File: src/rtl/divider_seq.sv
`default_nettype none
// ============================================================================
// Module   : divider_seq
// Purpose  : Sequential restoring unsigned divider. A start pulse captures a
//            dividend and divisor; one quotient bit is resolved per clock.
//            The quotient and remainder are published together with a
//            single-cycle done pulse. A zero divisor short-circuits to a
//            one-cycle result with the divide-by-zero flag set.
// Ports    : clk   - system clock, rising edge
//            rst   - synchronous active-high reset
//            start - request pulse, honoured only while busy=0
//            a     - dividend, captured on an accepted start
//            b     - divisor, captured on an accepted start
//            q     - quotient (all ones on divide-by-zero)
//            r     - remainder (the dividend on divide-by-zero)
//            busy  - high while a division is in flight
//            done  - one-cycle pulse, q/r/dz updated in this cycle
//            dz    - divide-by-zero flag of the most recent result
// Revision : 1.0 - initial release
// ============================================================================
module divider_seq #(
  parameter int WIDTH = 4
) (
  input  logic             clk,
  input  logic             rst,
  input  logic             start,
  input  logic [WIDTH-1:0] a,
  input  logic [WIDTH-1:0] b,
  output logic [WIDTH-1:0] q,
  output logic [WIDTH-1:0] r,
  output logic             busy,
  output logic             done,
  output logic             dz
);

  localparam int CNT_W = $clog2(WIDTH + 1);

  typedef enum logic [1:0] {
    IDLE = 2'd0,
    CALC = 2'd1,
    ZERO = 2'd2
  } state_t;

  state_t state, state_nx;

  // quo starts as the dividend and is shifted out MSB-first while the
  // resolved quotient bits are shifted in at the LSB.
  logic [WIDTH-1:0] quo,     quo_nx;
  logic [WIDTH:0]   rem,     rem_nx;
  logic [WIDTH-1:0] divisor, divisor_nx;
  logic [CNT_W-1:0] count,   count_nx;

  logic [WIDTH-1:0] q_nx, r_nx;
  logic             busy_nx, done_nx, dz_nx;

  // One extra guard bit above the partial remainder so the sign of the
  // trial subtraction is always observable.
  logic [WIDTH+1:0] shifted;
  logic [WIDTH+1:0] trial;
  logic             fits;

  always_comb begin
    shifted = {rem, quo[WIDTH-1]};
    trial   = shifted - {2'b00, divisor};
    fits    = ~trial[WIDTH+1];
  end

  always_comb begin
    state_nx   = state;
    quo_nx     = quo;
    rem_nx     = rem;
    divisor_nx = divisor;
    count_nx   = count;
    q_nx       = q;
    r_nx       = r;
    dz_nx      = dz;
    busy_nx    = busy;
    done_nx    = 1'b0;

    unique case (state)
      IDLE: begin
        if (start) begin
          quo_nx     = a;
          divisor_nx = b;
          rem_nx     = '0;
          count_nx   = CNT_W'(WIDTH);
          busy_nx    = 1'b1;
          state_nx   = (b == '0) ? ZERO : CALC;
        end
      end

      CALC: begin
        rem_nx   = fits ? trial[WIDTH:0] : shifted[WIDTH:0];
        quo_nx   = {quo[WIDTH-2:0], fits};
        count_nx = count - CNT_W'(1);
        if (count == CNT_W'(1)) begin
          q_nx     = {quo[WIDTH-2:0], fits};
          r_nx     = rem_nx[WIDTH-1:0];
          dz_nx    = 1'b0;
          done_nx  = 1'b1;
          busy_nx  = 1'b0;
          state_nx = IDLE;
        end
      end

      ZERO: begin
        // quo was never shifted, so it still holds the captured dividend.
        q_nx     = '1;
        r_nx     = quo;
        dz_nx    = 1'b1;
        done_nx  = 1'b1;
        busy_nx  = 1'b0;
        state_nx = IDLE;
      end

      default: begin
        busy_nx  = 1'b0;
        state_nx = IDLE;
      end
    endcase
  end

  always_ff @(posedge clk) begin
    if (rst) begin
      state   <= IDLE;
      quo     <= '0;
      rem     <= '0;
      divisor <= '0;
      count   <= '0;
      q       <= '0;
      r       <= '0;
      dz      <= 1'b0;
      busy    <= 1'b0;
      done    <= 1'b0;
    end else begin
      state   <= state_nx;
      quo     <= quo_nx;
      rem     <= rem_nx;
      divisor <= divisor_nx;
      count   <= count_nx;
      q       <= q_nx;
      r       <= r_nx;
      dz      <= dz_nx;
      busy    <= busy_nx;
      done    <= done_nx;
    end
  end

endmodule
`default_nettype wire

File: config.mk
export PLATFORM = sky130hd
export DESIGN_NAME = divider_seq
export DESIGN_NICKNAME = d
export VERILOG_FILES = /design/src/rtl/divider_seq.sv
export SDC_FILE = /design/constraint.sdc
export NUM_CORES = 1
export LEC_CHECK = 0
export CORE_UTILIZATION = 58
export DETAILED_ROUTE_END_ITERATION = 8
export GPL_TIMING_DRIVEN = 0
export HOLD_SLACK_MARGIN = 0.15
export MAX_ROUTING_LAYER = met4
export PLACE_DENSITY = 0.87
export REMOVE_ABC_BUFFERS = 1
export SLEW_MARGIN = 20
export SYNTH_ARGS = -nofsm -noshare
export SYNTH_HDL_FRONTEND = slang
export SYNTH_SLANG_ARGS = --single-unit
File: constraint.sdc
create_clock -name clk -period 5.4 [get_ports clk]
set_input_delay 1.08 -clock clk [delete_from_list [all_inputs] [get_ports clk]]
set_output_delay 1.08 -clock clk [all_outputs]
set_load 0.01 [all_outputs]
# Word-level counts from Yosys, hierarchy flattened
# Index checks and enable logic that the tools add are counted.
[classes]
n_addsub = 2
eq_ne = 5
muxes = 21
bitwise = 1
n_reduce_logical = 8
[ops]
columns = ["operator", "count"]
rows = [
  ["4-bit one-hot mux with 2 select lines", 3],
  ["4-bit 2-to-1 mux", 3],
  ["5-bit 2-to-1 mux", 2],
  ["5-bit one-hot mux with 2 select lines", 1],
  ["2-bit AND reduction", 4],
  ["2-bit 2-to-1 mux", 3],
  ["1-bit one-hot mux with 2 select lines", 3],
  ["3-bit one-hot mux with 2 select lines", 1],
  ["6-bit by 4-bit subtractor with 6-bit output", 1],
  ["4-bit logical NOT", 1],
  ["2-bit inequality test, second input constant", 2],
  ["2-bit one-hot mux with 2 select lines", 1],
  ["2-bit nonzero test", 2],
  ["3-bit by 1-bit == test with 1-bit output, second input constant", 1],
  ["1-bit 2-to-1 mux", 3],
  ["3-bit 2-to-1 mux", 1],
  ["3-bit by 1-bit subtractor with 3-bit output, second input constant", 1],
  ["2-bit by 1-bit == test with 1-bit output, second input constant", 1],
  ["2-bit == test, second input constant", 1],
  ["2-bit logical NOT", 1],
  ["1-bit inverter", 1],
]
[word_totals]
ff_bits = 29
inputBits = 11
output_inout_bits = 11
wordCells = 47

# Logic depth before layout (Yosys ltp)
# Gate-level depths: netlist of run 1.
[depth]
ltp_word = 4
mapped_depth = 9
ltp_nobuf = 9

# Worst setup path after synthesis of run 1
# OpenSTA, ideal clock, no wires.
[synth_path]
path_type = "input -> register"
from = "in start"
to = "reg rem[4]"
setup_ps = 79
arrival_ps = 2154
t_required_ps = 5321
setup_slack_ps = 3167
stages = 5
n_path_buf = 0
path_cell_list = "nand2b_1 > nand2_1 > or4b_1 > mux2_2 > o211ai_1"
[synth_via]
elab_chain_cells = 2
[synth_rtl]
columns = ["element", "line_no", "rtl"]
rows = [
  ["start, declared", "26", "input logic start,"],
  ["2-bit inequality test (no source line)", "--", ""],
  ["2-bit AND reduction (no source line)", "--", ""],
  ["end signal, assigned", "138", "rem <= rem_nx;"],
  ["end, declared", "49", "logic [WIDTH:0] rem, rem_nx;"],
]
# No other way between the ends.
# A chain may end at the register's enable or synchronous reset.

# Worst setup path in the final report of run 1
# Same ends and word-level chain as after synthesis.

==> results.toml, run 1 <==
[synthesis]
syn-cell-area_sq_um = 1610
synth-seq-area-share_pct = 36.0
synth-seq-cells = 29
synth_cell_type_count = 51
ys_async_sr_fraction_pct = 0
ys_warn_count = 0
syn_avg_cell_area_sq_um = 8.32
synthFlopType = "dfxtp_1"
synth_edf_count = 0
syn_inst = 194

[floorplanning]
io_pins = 22
start_util_pct = 63.4
core_area_sq_um = 2540
fp.dieW_um = 54.8
fp.dieH_um = 54.8
die-area_sq_um = 3000
rows = 18

[route]
viasPerCell = 5.99
wl_met1_um = 1500
post_drt_wl_per_cell_um = 14.1
drc = 0
wirelength_um = 3430
met2WireLength_um = 1710
vias = 1456
postRouteAntennaNets = 0
drt_iter0_markers = 25
dr.max_layer_used = "met4"
wl_met3_um = 192
drtPass1Iterations = 4

[placement]
port_buffers = 21
place_congestion = 0.811
hpwl_um = 2540
placedCellCount = 235

[cells_and_area]
drive_above_1_share_pct = 6.57
diodes = 0
fin_cells = 243
syn_to_final_growth_pct = 17.6
nNetsFinal = 233

[grt]
antenna_found_initial = 0
first_global_vias = 1301
grt_overflow = 0
grt_pass1_wl_um = 5730
grt_max_degree = 31
track_usage_pct = 28.3

[worst_hold_path]
hold_class = "reg -> reg"

[setup_path]
setup.worst_path.end = "rem[4]"
reg2reg_from = "quo[3]"
worstPathArrival_ns = 3.14
startpoint = "start"
ff2ff_path_depth = 9
rrSetupSlack_ns = 3.13
cp_max_fo = 12
critical_path_class = "in -> reg"
startpoint_type = "input port"
required_ns = 5.66
r2r-end = "rem[4]"
critPathCaptureType = "flip-flop"

[sta]
rsz0062_at_grt = "false"
final.min_clock_period_ns = 2.88
fin_crit_sh_pct = 53.2
setup_viol = 0
relSlewSlack_pct = 30.7
finalClockSkew_ns = 0.0136
slew_violations = 0
max_freq_mhz = 348
hold_viol_final = 0
tightest_slew_ns = 1.04
fin_setup_tns_ns = 0

[cts]
cts_hold_buf = 0
clock_latency_ns = 0.33
clock_sinks = 29
cts_resized = 0
clkTransAtPathRegs_ns = 0.10
cts_setup_buffers = 0
root_buffer = "clkbuf_4"
cts_tree = "done"
htreeDepth = 2
cts_buffers = 5
cts_buffer_depth = 2

[pwr]
p_leak_nw = 0.703
ir_drop_v = 0.000257
power_density_nw_per_um2 = 303

[job]
cap_violations = 0

[run_status]
status = "completed"
cell usage after synthesis, drive strengths merged (3+ instances only):
| cell | instances | area [sq um] |
|---|---|---|
| nor2b | 3 | 18.8 |
| o22ai | 3 | 25.0 |
| clkbuf | 8 | 30.0 |
| ha | 9 | 113 |
| dfxtp | 29 | 581 |
| mux2i | 4 | 52.6 |
| o21ai | 8 | 43.8 |
| and3 | 4 | 25.0 |
| nor2 | 19 | 71.3 |
| a21oi | 17 | 85.1 |
| nand2 | 26 | 97.6 |
| inv | 11 | 41.3 |
| nor3 | 10 | 50.1 |
sequential cells by signal, summed over array words and instances, names as in the netlist:
register  count
quo           4
divisor       4
q             4
count         3
rem           5
done          1
busy          1
r             4
dz            1
state         2
cells by family after synthesis:
group                      Yosys count  share of synthesized area [%]
AOI/OAI and AO/OA                   49                           21.6
xor gates and xnor gates             2                           1.09
adders and majority gates           10                           8.22
buffers and inverters               21                           5.58
DFF                                 29                           36.0
muxes                                6                           4.88
and+or+nand+nor                     77                           22.6
cells in the final DEF (no fill, tap or decap), types with 2 or more instances in the layout:
| cell type | netlist | routed |
|---|---|---|
| nor3_1 | 10 | 10 |
| inv_1 | 11 | 11 |
| and3_1 | 4 | 4 |
| a22oi_1 | 2 | 2 |
| o21ai_0 | 7 | 7 |
| o22ai_1 | 2 | 2 |
| a21oi_1 | 17 | 17 |
| a21o_1 | 2 | 2 |
| dfxtp_1 | 29 | 29 |
| nor2_1 | 19 | 19 |
| clkbuf_4 | 0 | 5 |
| a211oi_1 | 2 | 2 |
| clkdlybuf4s50_1 | 0 | 21 |
| nand2_1 | 26 | 26 |
| a2111oi_0 | 2 | 2 |
| nand3_1 | 2 | 2 |
| mux2i_1 | 3 | 3 |
| nor3b_1 | 2 | 2 |
| ha_1 | 9 | 9 |
| a2111o_1 | 2 | 2 |
| nand2b_1 | 2 | 2 |
| nor2b_1 | 3 | 3 |
metal layers:
layer  track usage, %  vias to the layer above
li1                 -                      732
met1             32.7                      668
met2             46.8                       52
met3             8.33                        4
met4             8.55                        0
met5                -                        -
power breakdown:
part	switching (W)	total, W	internal, W
Sequential	0.0000135	0.000245	0.000231
Clock	0.0000756	0.000186	0.000111
Combinational	0.0000786	0.000145	0.0000664
per-stage QoR:
step | utilization, % | setup WS [ns] | hold slack, ns | power [W] | cell area [sq um]
3_5_place_dp | 71.2 | 2.21 | 0.446 | 0.000393 | 1810
5_1_grt | 74.6 | 2.43 | 0.491 | 0.000607 | 1900
2_1_floorplan | - | 3.14 | 0.430 | 0.000344 | 1570
6_report | 74.6 | 2.52 | 0.458 | 0.000576 | 1900
4_1_cts | 74.6 | 2.54 | 0.459 | 0.000576 | 1900
3_3_place_gp | 71.2 | 2.23 | 0.444 | 0.000385 | 1810
worst max-delay path, cell delays in order:
cell and delay (ns):
clkdlybuf4s50_1 0.72, nand2b_1 0.28, nand2_1 0.19, or4b_1 0.52, mux2_2 0.27, o211ai_1 0.09
final cells by class:
type / instances / area [sq um]
clock buffer: 7 / 55.1
timing repair buffer: 21 / 210
sequential: 29 / 581
fill: 197 / 647
tap: 30 / 37.5
clock inverter: 1 / 30.0
multi-input combinational: 144 / 943
inverter: 11 / 41.3
how the worst min path moves through the flow:
stage / slack, ns / cells after the start / end / startpoint
after floorplan: 0.43 / 2 / divisor[1] / divisor[1]
after global placement: 0.44 / 2 / dz / dz
after detailed placement: 0.45 / 2 / dz / dz
after CTS: 0.46 / 2 / dz / dz
after global routing: 0.49 / 2 / divisor[3] / divisor[3]
final: 0.46 / 2 / dz / dz
Note: power is estimated with default switching activity, not from simulation.
==> run 2: changes to the inputs <==
--- a/config.mk
+++ b/config.mk
@@ -5,12 +5,12 @@
 export SDC_FILE = /design/constraint.sdc
 export NUM_CORES = 1
 export LEC_CHECK = 0
-export CORE_UTILIZATION = 58
+export CORE_UTILIZATION = 49
 export DETAILED_ROUTE_END_ITERATION = 8
 export GPL_TIMING_DRIVEN = 0
 export HOLD_SLACK_MARGIN = 0.15
 export MAX_ROUTING_LAYER = met4
-export PLACE_DENSITY = 0.87
+export PLACE_DENSITY = 0.78
 export REMOVE_ABC_BUFFERS = 1
 export SLEW_MARGIN = 20
 export SYNTH_ARGS = -nofsm -noshare
==> constraint.sdc (replaced) <==
create_clock -name clk -period 2.5 [get_ports clk]
set_input_delay 0.5 -clock clk [delete_from_list [all_inputs] [get_ports clk]]
set_output_delay 0.5 -clock clk [all_outputs]
set_load 0.01 [all_outputs]
==> run 2 against run 1 <==
Against the previous run:
- via count decreased by 2.5%
- clock-buffer cell count unchanged
- clock power increased by 76%
- utilization decreased by 13 points
- worst setup slack got worse by 2.3 ns
- routed wire length decreased by 1.7%
- design area increased by 0.13%
- first-iteration DRC count increased to 3.4 times the previous value
- critical path depth increased by 3
==> results.toml, run 2 (synthesized netlist as in run 1, its figures left out) <==
[route]
wl_met3_um = 114
drc = 0
postRouteAntennaNets = 0
drt_iter0_markers = 84
dr.max_layer_used = "met4"
drtPass1Iterations = 4
met2WireLength_um = 1600
post_drt_wl_per_cell_um = 13.1
wirelength_um = 3370
vias = 1419
viasPerCell = 5.52
wl_met1_um = 1620

[placement]
place_congestion = 0.830
hpwl_um = 2470
place_ws_ns = -0.164
dpl_cell_area_sq_um = 1830
port_buffers = 21

[cells_and_area]
drive_above_1_share_pct = 7.04
largest-register = "rem"
multi_input_area_sq_um = 943
stdcell_area_sq_um = 1900
mostFrequentLayoutCell = "dfxtp_1"
diodes = 0
nNetsFinal = 233
largest_register_ff_count = 5
final_cell_mix = "29 x dfxtp_1, 26 x nand2_1, 21 x clkdlybuf4s50_1"
regArea_sq_um = 581
syn_to_final_growth_pct = 17.8
fill_cells = 290

[cts]
cts_buffers = 5
clock_sinks = 29
cts_buffer_depth = 2
cts_resized = 0
htreeDepth = 2
cts_tree = "done"
root_buffer = "clkbuf_4"
cts_setup_buffers = 0
cts_hold_buf = 0
clock_latency_ns = 0.32
clkTransAtPathRegs_ns = 0.09

[worst_hold_path]
hold_class = "reg -> reg"

[pwr]
p_sw_share_pct = 30.8
total_power_w = 0.00116
power_density_nw_per_um2 = 613
pwr-share-seq_pct = 45.4
internal_power_w = 0.000805
p_leak_nw = 0.699
p_comb_share_pct = 26.5
ir_drop_v = 0.000369
power_switching_w = 0.000359
p_clk_share_pct = 28.1

[grt]
track_usage_pct = 22.7
grt_overflow = 0
antenna_found_initial = 0
first_global_vias = 1345
grt_max_degree = 31
grt_pass1_wl_um = 5730

[sta]
slew_violations = 0
rsz0062_at_grt = "false"
relSlewSlack_pct = 34.1
tightest_slew_ns = 0.985
fin_ws_ns = 0.187
hold_viol_final = 0
max_freq_mhz = 432
final.min_clock_period_ns = 2.31
fin_setup_tns_ns = 0
finalClockSkew_ns = 0.00575
fin_crit_sh_pct = 92.5
setup_viol = 0

[floorplanning]
core_area_sq_um = 3080
io_pins = 22
fp.dieW_um = 59.4
rows = 20
start_util_pct = 52.4
die-area_sq_um = 3530
fp.dieH_um = 59.4

[setup_path]
cp_max_fo = 3
required_ns = 2.75
startpoint_type = "flip-flop"
critical_path_class = "reg -> reg"
critPathCaptureType = "flip-flop"
worstPathArrival_ns = 2.57

[job]
cap_violations = 0

[run_status]
status = "completed"
[run 2: power groups by stage]
| stage | sequential (W) | combinational [W] | clock (W) |
|---|---|---|---|
| floorplan | 0.000539 | 0.000204 | 0 |
| global placement | 0.000537 | 0.000297 | 0 |
| detailed placement | 0.000538 | 0.000309 | 0 |
| CTS | 0.000528 | 0.000310 | 0.000332 |
| global route | 0.000533 | 0.000346 | 0.000356 |
| finish | 0.000528 | 0.000309 | 0.000327 |
[run 2: routing by layer]
layer / track usage (%) / up-vias
li1: - / 727
met1: 27.5 / 662
met2: 36.1 / 26
met3: 7.21 / 4
met4: 6.12 / 0
met5: - / -
[run 2: worst paths after layout]
path                                  from         end  slack [ns]  depth (start not counted)
worst max-delay path                quo[3]      rem[4]        0.19                          9
worst min-delay path            divisor[2]  divisor[2]        0.47                          2
worst max register to register      quo[3]      rem[4]        0.19                          9
worst min register to register  divisor[2]  divisor[2]        0.47                          2
[run 2: critical path: stages (launching register included)]
cell and delay (ns):
dfxtp_1 0.33, inv_1 0.09, ha_1 0.17, inv_1 0.06
fa_1 0.40, a21o_1 0.18, a21oi_1 0.20, or4b_1 0.45
mux2_2 0.27, o211ai_1 0.08
[run 2: final cells by class]
type / instances / share of cell area, %
Inverter: 11 / 2.17
Sequential cell: 29 / 30.5
Clock buffer: 7 / 3.42
Clock inverter: 1 / 0.263
Multi-Input combinational cell: 144 / 49.6
Timing Repair Buffer: 21 / 11.1
Tap cell: 44 / 2.90
[run 2: stage by stage]
| stage | util [%] | cells | hold slack [ns] |
|---|---|---|---|
| floorplan | - | 184 | 0.430 |
| CTS | 61.7 | 257 | 0.470 |
| detailed placement | 59.5 | 249 | 0.457 |
| global route | 61.7 | 257 | 0.494 |
| finish | 61.7 | 257 | 0.468 |
| global placement | 59.5 | 249 | 0.444 |
